**src/rtl/mem_arbiter_pkg.sv**
```systemverilog
// Shared types for the memory arbiter: FSM state and line-owner encodings.
package mem_arbiter_pkg;

  typedef enum logic [1:0] {
    IDLE,
    REQ,
    WAIT,
    DONE
  } state_t;

  typedef enum logic {
    OWN_IR,
    OWN_D
  } owner_t;

  localparam int unsigned WORD_BYTES = 4;

endpackage

```
**src/rtl/mem_arbiter_if.sv**
```systemverilog
// Bus bundle for mem_arbiter: I-cache refill port, D-cache line port and
// the single-beat main-memory port. slave = arbiter side, master = environment.
interface mem_arbiter_if #(
  parameter int unsigned ADDR_W = 32,
  parameter int unsigned DATA_W = 32
) ();

  logic              ir_req;
  logic [ADDR_W-1:0] ir_addr;
  logic [DATA_W-1:0] ir_rdata;
  logic              ir_rvalid;
  logic              ir_done;

  logic              d_req;
  logic              d_we;
  logic [ADDR_W-1:0] d_addr;
  logic [DATA_W-1:0] d_wdata;
  logic [DATA_W-1:0] d_rdata;
  logic              d_rvalid;
  logic              d_wnext;
  logic              d_done;

  logic              mem_req;
  logic              mem_we;
  logic [ADDR_W-1:0] mem_addr;
  logic [DATA_W-1:0] mem_wdata;
  logic              mem_ready;
  logic [DATA_W-1:0] mem_rdata;
  logic              mem_rvalid;

  modport slave (
    input  ir_req, ir_addr,
    output ir_rdata, ir_rvalid, ir_done,
    input  d_req, d_we, d_addr, d_wdata,
    output d_rdata, d_rvalid, d_wnext, d_done,
    output mem_req, mem_we, mem_addr, mem_wdata,
    input  mem_ready, mem_rdata, mem_rvalid
  );

  modport master (
    output ir_req, ir_addr,
    input  ir_rdata, ir_rvalid, ir_done,
    output d_req, d_we, d_addr, d_wdata,
    input  d_rdata, d_rvalid, d_wnext, d_done,
    input  mem_req, mem_we, mem_addr, mem_wdata,
    output mem_ready, mem_rdata, mem_rvalid
  );

endinterface

```
**src/rtl/mem_arbiter_arb_select.sv**
```systemverilog
// Two-requester grant select: a lone requester wins, a tie goes to the
// requester that was not served last.
module arb_select
  import mem_arbiter_pkg::*;
(
  input  logic   ir_req,
  input  logic   d_req,
  input  owner_t last_owner,
  output owner_t owner
);

  // Resolve the grant for the current IDLE cycle.
  always_comb begin
    owner = OWN_D;
    if (ir_req && d_req) begin
      owner = (last_owner == OWN_D) ? OWN_IR : OWN_D;
    end else if (ir_req) begin
      owner = OWN_IR;
    end
  end

endmodule

```
**src/rtl/mem_arbiter.sv**
```systemverilog
// mem_arbiter: shares one single-beat main-memory port between an I-cache
// refill requester and a D-cache line requester, one cache line per grant.
// Optional feature macro: ARB_ROUND_ROBIN_EN (round-robin tie-break; when
// undefined the D requester always wins ties and no pointer register exists).
module mem_arbiter
  import mem_arbiter_pkg::*;
#(
  parameter int unsigned BURST_LEN = 8,
  parameter int unsigned ADDR_W    = 32,
  parameter int unsigned DATA_W    = 32
) (
  input  logic         CLK,
  input  logic         RST,
  mem_arbiter_if.slave bus
);

  localparam int unsigned BEAT_W     = $clog2(BURST_LEN);
  localparam int unsigned LINE_BYTES = BURST_LEN * WORD_BYTES;
  localparam int unsigned WORD_SHIFT = $clog2(WORD_BYTES);
  localparam logic [ADDR_W-1:0] LINE_MASK = ~ADDR_W'(LINE_BYTES - 1);
  localparam logic [BEAT_W-1:0] LAST_BEAT = BEAT_W'(BURST_LEN - 1);

  state_t            state_q, state_d;
  owner_t            owner_q, owner_d;
  logic [ADDR_W-1:0] base_q, base_d;
  logic              we_q, we_d;
  logic [BEAT_W-1:0] beat_q, beat_d;

  owner_t            grant;
  owner_t            last_owner;
  logic [DATA_W-1:0] rdata_fwd;
  logic              any_req;

  assign any_req   = bus.ir_req || bus.d_req;
  assign rdata_fwd = bus.mem_rdata;

  arb_select u_arb_select (
    .ir_req     (bus.ir_req),
    .d_req      (bus.d_req),
    .last_owner (last_owner),
    .owner      (grant)
  );

`ifdef ARB_ROUND_ROBIN_EN
  owner_t last_q;

  // Remember the most recent grant so the next tie goes to the other side.
  always_ff @(posedge CLK) begin
    if (RST) begin
      last_q <= OWN_D;
    end else if (state_q == IDLE && any_req) begin
      last_q <= grant;
    end
  end

  assign last_owner = last_q;
`else
  // A constant "IR served last" makes arb_select resolve every tie to D.
  assign last_owner = OWN_IR;
`endif

  // FSM and line-context registers.
  always_ff @(posedge CLK) begin
    if (RST) begin
      state_q <= IDLE;
      owner_q <= OWN_D;
      base_q  <= '0;
      we_q    <= 1'b0;
      beat_q  <= '0;
    end else begin
      state_q <= state_d;
      owner_q <= owner_d;
      base_q  <= base_d;
      we_q    <= we_d;
      beat_q  <= beat_d;
    end
  end

  // Next-state logic; requests are only looked at in IDLE, so a requester
  // dropping req mid-burst cannot disturb the line in progress.
  always_comb begin
    state_d = state_q;
    owner_d = owner_q;
    base_d  = base_q;
    we_d    = we_q;
    beat_d  = beat_q;
    unique case (state_q)
      IDLE: begin
        if (any_req) begin
          owner_d = grant;
          base_d  = ((grant == OWN_D) ? bus.d_addr : bus.ir_addr) & LINE_MASK;
          we_d    = (grant == OWN_D) && bus.d_we;
          beat_d  = '0;
          state_d = REQ;
        end
      end
      REQ: begin
        if (bus.mem_ready) begin
          if (!we_q) begin
            state_d = WAIT;
          end else if (beat_q == LAST_BEAT) begin
            state_d = DONE;
          end else begin
            beat_d = beat_q + 1'b1;
          end
        end
      end
      WAIT: begin
        if (bus.mem_rvalid) begin
          if (beat_q == LAST_BEAT) begin
            state_d = DONE;
          end else begin
            beat_d  = beat_q + 1'b1;
            state_d = REQ;
          end
        end
      end
      DONE: begin
        state_d = IDLE;
      end
      default: begin
        state_d = IDLE;
      end
    endcase
  end

  // Moore-style bus outputs plus combinational read-data forwarding.
  always_comb begin
    bus.mem_req   = 1'b0;
    bus.mem_we    = 1'b0;
    bus.mem_addr  = '0;
    bus.mem_wdata = '0;
    bus.d_wnext   = 1'b0;
    bus.ir_rdata  = '0;
    bus.ir_rvalid = 1'b0;
    bus.ir_done   = 1'b0;
    bus.d_rdata   = '0;
    bus.d_rvalid  = 1'b0;
    bus.d_done    = 1'b0;
    if (state_q == REQ) begin
      bus.mem_req  = 1'b1;
      bus.mem_we   = we_q;
      bus.mem_addr = base_q + (ADDR_W'(beat_q) << WORD_SHIFT);
      if (we_q) begin
        bus.mem_wdata = bus.d_wdata;
        bus.d_wnext   = bus.mem_ready;
      end
    end
    if (state_q == WAIT && bus.mem_rvalid) begin
      if (owner_q == OWN_IR) begin
        bus.ir_rvalid = 1'b1;
        bus.ir_rdata  = rdata_fwd;
      end else begin
        bus.d_rvalid = 1'b1;
        bus.d_rdata  = rdata_fwd;
      end
    end
    if (state_q == DONE) begin
      bus.ir_done = (owner_q == OWN_IR);
      bus.d_done  = (owner_q == OWN_D);
    end
  end

endmodule
```
**src/flat_wrapper.sv**
```systemverilog
// flat-port wrapper written by rule: the top's interface ports become plain ports
module mem_arbiter_flat import mem_arbiter_pkg::*;
#(
  parameter int unsigned BURST_LEN = 8,
  parameter int unsigned ADDR_W    = 32,
  parameter int unsigned DATA_W    = 32
)
  (CLK, RST, bus_ir_req, bus_ir_addr, bus_ir_rdata, bus_ir_rvalid, bus_ir_done, bus_d_req, bus_d_we, bus_d_addr, bus_d_wdata, bus_d_rdata, bus_d_rvalid, bus_d_wnext, bus_d_done, bus_mem_req, bus_mem_we, bus_mem_addr, bus_mem_wdata, bus_mem_ready, bus_mem_rdata, bus_mem_rvalid);
  mem_arbiter_if #(.ADDR_W(ADDR_W), .DATA_W(DATA_W)) bus_i ();
  input  logic CLK;
  input  logic RST;
  input wire logic [$bits(bus_i.ir_req)-1:0] bus_ir_req;
  input wire logic [$bits(bus_i.ir_addr)-1:0] bus_ir_addr;
  output wire logic [$bits(bus_i.ir_rdata)-1:0] bus_ir_rdata;
  output wire logic [$bits(bus_i.ir_rvalid)-1:0] bus_ir_rvalid;
  output wire logic [$bits(bus_i.ir_done)-1:0] bus_ir_done;
  input wire logic [$bits(bus_i.d_req)-1:0] bus_d_req;
  input wire logic [$bits(bus_i.d_we)-1:0] bus_d_we;
  input wire logic [$bits(bus_i.d_addr)-1:0] bus_d_addr;
  input wire logic [$bits(bus_i.d_wdata)-1:0] bus_d_wdata;
  output wire logic [$bits(bus_i.d_rdata)-1:0] bus_d_rdata;
  output wire logic [$bits(bus_i.d_rvalid)-1:0] bus_d_rvalid;
  output wire logic [$bits(bus_i.d_wnext)-1:0] bus_d_wnext;
  output wire logic [$bits(bus_i.d_done)-1:0] bus_d_done;
  output wire logic [$bits(bus_i.mem_req)-1:0] bus_mem_req;
  output wire logic [$bits(bus_i.mem_we)-1:0] bus_mem_we;
  output wire logic [$bits(bus_i.mem_addr)-1:0] bus_mem_addr;
  output wire logic [$bits(bus_i.mem_wdata)-1:0] bus_mem_wdata;
  input wire logic [$bits(bus_i.mem_ready)-1:0] bus_mem_ready;
  input wire logic [$bits(bus_i.mem_rdata)-1:0] bus_mem_rdata;
  input wire logic [$bits(bus_i.mem_rvalid)-1:0] bus_mem_rvalid;
  assign bus_i.ir_req = bus_ir_req;
  assign bus_i.ir_addr = bus_ir_addr;
  assign bus_ir_rdata = bus_i.ir_rdata;
  assign bus_ir_rvalid = bus_i.ir_rvalid;
  assign bus_ir_done = bus_i.ir_done;
  assign bus_i.d_req = bus_d_req;
  assign bus_i.d_we = bus_d_we;
  assign bus_i.d_addr = bus_d_addr;
  assign bus_i.d_wdata = bus_d_wdata;
  assign bus_d_rdata = bus_i.d_rdata;
  assign bus_d_rvalid = bus_i.d_rvalid;
  assign bus_d_wnext = bus_i.d_wnext;
  assign bus_d_done = bus_i.d_done;
  assign bus_mem_req = bus_i.mem_req;
  assign bus_mem_we = bus_i.mem_we;
  assign bus_mem_addr = bus_i.mem_addr;
  assign bus_mem_wdata = bus_i.mem_wdata;
  assign bus_i.mem_ready = bus_mem_ready;
  assign bus_i.mem_rdata = bus_mem_rdata;
  assign bus_i.mem_rvalid = bus_mem_rvalid;
  mem_arbiter #(.BURST_LEN(BURST_LEN), .ADDR_W(ADDR_W), .DATA_W(DATA_W)) u_core (.CLK(CLK), .RST(RST), .bus(bus_i));
endmodule
```
**config.mk**
```make
export PLATFORM = sky130hd
export DESIGN_NAME = mem_arbiter_flat
export DESIGN_NICKNAME = d
export VERILOG_FILES = /design/src/rtl/mem_arbiter_pkg.sv /design/src/rtl/mem_arbiter_if.sv /design/src/rtl/mem_arbiter_arb_select.sv /design/src/rtl/mem_arbiter.sv /design/src/flat_wrapper.sv
export SDC_FILE = /design/constraint.sdc
export NUM_CORES = 1
export LEC_CHECK = 0
export ABC_AREA = 1
export ABC_CLOCK_PERIOD_IN_PS = 2100
export CAP_MARGIN = 20
export CORE_AREA = 2 2 106 108
export CTS_BUF_LIST = sky130_fd_sc_hd__clkbuf_2
export DETAILED_ROUTE_END_ITERATION = 7
export DIE_AREA = 0 0 108 110
export PLACE_DENSITY = 0.74
export RECOVER_POWER = 50
export SETUP_SLACK_MARGIN = 0.4
export SLEW_MARGIN = 5
export SYNTH_ARGS = -nofsm -noshare
export SYNTH_HDL_FRONTEND = slang
export SYNTH_SLANG_ARGS = --single-unit
```
**constraint.sdc**
```tcl
create_clock -name CLK -period 2.1 [get_ports CLK]
set_input_delay 0.525 -clock CLK [delete_from_list [all_inputs] [get_ports CLK]]
set_output_delay 0.525 -clock CLK [all_outputs]
set_load 0.02 [all_outputs]
```
==> summary.txt <==
Critical path
  • Reg2reg path depth: 8
  • FF-to-FF End: u_core.base_q[11]
  • Worst EP arrival: ~1.7 ns
  • CP Class: reg -> out
  • R2R Setup Slk: 0.36 ns
  • Setup crit end kind: primary output
  • Crit. Startpoint: u_core.state_q[0]
  • Startpoint types: flop
  • RR Startpoint: u_core.state_q[1]
  • Critical Path Fanout Max: 6
  • Worst path required time: 1.57 ns

Finish
  • # fillers: 854
  • Layout Cells excl Fill: around 940
  • FF/Latch Area: 688 µm²
  • Final Net Count: 936
  • Multi-input logic area: 0.00244 mm²
  • Area Overhead vs Synth: 168%
  • Layout cells sized above 1: 48.0%

CTS
  • Skew-Pair Late Insertion Delay: 0.38 ns
  • H-tree depth: 2
  • TritonCTS Buffers: 5
  • Root Buffer: clkbuf_2
  • CTS tree: yes
  • Clk sinks: 34
  • CTS clock-pin slew for the worst setup and hold paths: approximately 0.16 ns
  • Clock Path Buffers: 2

GRT
  • Antenna violations before repair: 1
  • Largest net degree at the start of global routing: 38
  • First-pass GRT wire length: roughly 19000 µm
  • Total congestion overflow: 0
  • Vias in the first global route: 3839
  • Total GRT Usage: around a fifth

Timing
  • Achievable Freq: 0.460 GHz
  • Clock Skews: 0.0162 ns
  • Worst setup margin: -0.0739 ns
  • Slew headroom: between 60% and 70%
  • Tmin final: 2.17 ns
  • Final setup viols: 88
  • Measured slew at the worst slew-check pin: 0.553 ns
  • RSZ-0062 raised after global routing: true
  • Period utilization: 104%
  • Final Hold Vio Count: 0
  • Slew Viols, Final: 0

Hold path
  • Hold Crit Depth: 2
  • Worst hold start: u_core.base_q[10]
  • Worst hold path class: reg -> reg
  • WHS Endpoint: u_core.base_q[10]

Floorplan
  • Area of the die: 0.0119 mm²
  • Initial core utilization: 25.5%
  • Chip width: approximately 110 µm
  • I/O Pins: 270
  • FP Rows: 38
  • Core footprint: 0.0107 mm²
  • Die Height: 110 µm

Logic synthesis
  • Synth Register Bits: 34
  • Commonest cells post-synth: nor2_1, inv_1, nand2_1
  • Seq/Total Area, Yosys: 25.0%
  • Syn Inst Count: a little over 500
  • Most used DFF post-synth: dfxtp_1
  • Most common cell in the netlist: nor2_1
  • Number of synthesized flops with an enable pin: 0
  • Syn Area/Cell: 5.42 µm²
  • Library cells used by synthesis: 23
  • Ys async rst share: 0%
  • Post-synthesis cell area: 0.00273 mm²
  • Area share of the largest cell type after synthesis: 25.0%
  • Dominant cell type by area after synthesis: dfxtp_1
  • Number of synthesis warnings: 0
  • Synth top area cells: dfxtp_1, nor2_1, inv_1, nand2_1, a21oi_1

Placed design
  • RD Place Congestion: about 0.89
  • Port bufs: 257
  • Detailed Place HPWL: 10200 µm
  • DP Worst Slack: -0.704 ns
  • DP Cell Count: 904

Routing
  • WL met2: 7390 µm
  • Avg WL per Cell: around 14 µm
  • ANT nets after route: 0
  • Vias per Instance: about 4.3
  • Post-Route WL: 13400 µm
  • Wire length on met3: ~1100 µm
  • M1 wire length: 4560 µm
  • Uppermost layer routed: met4
  • Vias: 4054
  • Pre-antenna DRT Iters: 5
  • Drc violations: 0
  • Initial DRC count: between 100 and 150

Status
  • Failing checks: setup timing
  • Status: finished with violations

Power
  • PwrDens: around 650 mW/mm²
  • Peak supply drop: approximately 0.47 mV
  • LEAKAGE: 0.00365 µW

Flow run
  • Max-cap viol count: 0
-- worst max-delay path by stage --
stage / end / slack, ns / cells past startpoint
2_1_floorplan: bus_d_rdata[10] / 0.31 / 7
3_3_place_gp: bus_d_rdata[30] / -0.63 / 7
3_5_place_dp: bus_d_rdata[26] / -0.70 / 7
4_1_cts: bus_mem_wdata[13] / -0.11 / 7
5_1_grt: bus_d_rdata[24] / -0.18 / 8
6_report: bus_mem_wdata[28] / -0.07 / 7
-- through the flow --
| stage | hold WS, ns | utilization [%] | setup TNS, ns | cell area [µm²] | total power [µW] |
|---|---|---|---|---|---|
| 3_5_place_dp | 0.457 | 60.0 | -49.00 | 6410 | 3580 |
| 3_3_place_gp | 0.451 | 60.0 | -46.53 | 6410 | 3520 |
| 4_1_cts | 0.478 | 63.0 | -5.70 | 6740 | 4130 |
| 2_1_floorplan | 0.444 | - | 0 | 3660 | 2600 |
| 6_report | 0.502 | 68.3 | -3.50 | 7300 | 4710 |
| 5_1_grt | 0.531 | 68.2 | -15.66 | 7300 | 5040 |
-- where the power goes --
part / total (µW) / leakage (µW) / internal (µW) / switching (µW)
registers: 1030 / 0.000282 / 836 / 193
clock network: 305 / 0.0000304 / 81.9 / 223
logic: 3380 / 0.00334 / 1660 / 1720
total: 4710 / 0.00365 / 2580 / 2130
-- cell usage in the layout (no fill, tap or decap), types with 5 or more instances in the layout --
| cell type | count |
|---|---|
| nor2_2 | 5 |
| buf_16 | 5 |
| clkdlybuf4s50_1 | 122 |
| nand2_4 | 29 |
| a21oi_1 | 24 |
| nor2_1 | 65 |
| buf_12 | 14 |
| inv_1 | 80 |
| a21oi_2 | 8 |
| buf_6 | 137 |
| inv_2 | 31 |
| dfxtp_1 | 32 |
| clkbuf_2 | 8 |
| nor2_4 | 95 |
| o21ai_0 | 23 |
| buf_4 | 24 |
| nand2_1 | 50 |
-- flip-flops by register name, summed over array words and instances, names as in the netlist --
name,flops
u_core.base_q,27
u_core.beat_q,3
u_core.state_q,2
u_core.owner_q,1
u_core.we_q,1
-- layout make-up --
class	instances	area share [%]
timing repair buffer	311	48.0
multi-input combinational	325	33.4
sequential	34	9.42
inverter	116	6.17
tap	140	2.40
clock buffer	6	0.411
clock inverter	2	0.120
antenna	2	0.0685
-- worst max-delay path, cell delays in order (launching register included) --
cell     delay [ns]
dfxtp_4        0.40
buf_6          0.12
ha_4           0.16
nand2_8        0.09
buf_16         0.16
buf_12         0.13
nor2_4         0.09
buf_6          0.13
-- metal layers --
layer,global-route usage [%],vias to the layer above
met2,40.4,168
li1,-,2025
met3,6.35,18
met1,19.5,1843
met4,7.51,0
met5,0,-
-- kinds of logic after synthesis --
| logic type | synth area share, % |
|---|---|
| simple gates | 35.4 |
| buf+inv | 21.8 |
| compound gates | 14.0 |
| flops | 25.0 |
| fa+ha+maj | 3.67 |
| other cells | 0.138 |
-- repair_timing --
item	4_1_cts	5_1_grt
gates cloned	4	4
pin swaps	6	31
resized for setup	772	148
hold buffers	0	0
setup buffers	7	7
hold endpoints to repair	0	0
setup endpoints to repair	136	145
Note: power is estimated with default switching activity, not from simulation.
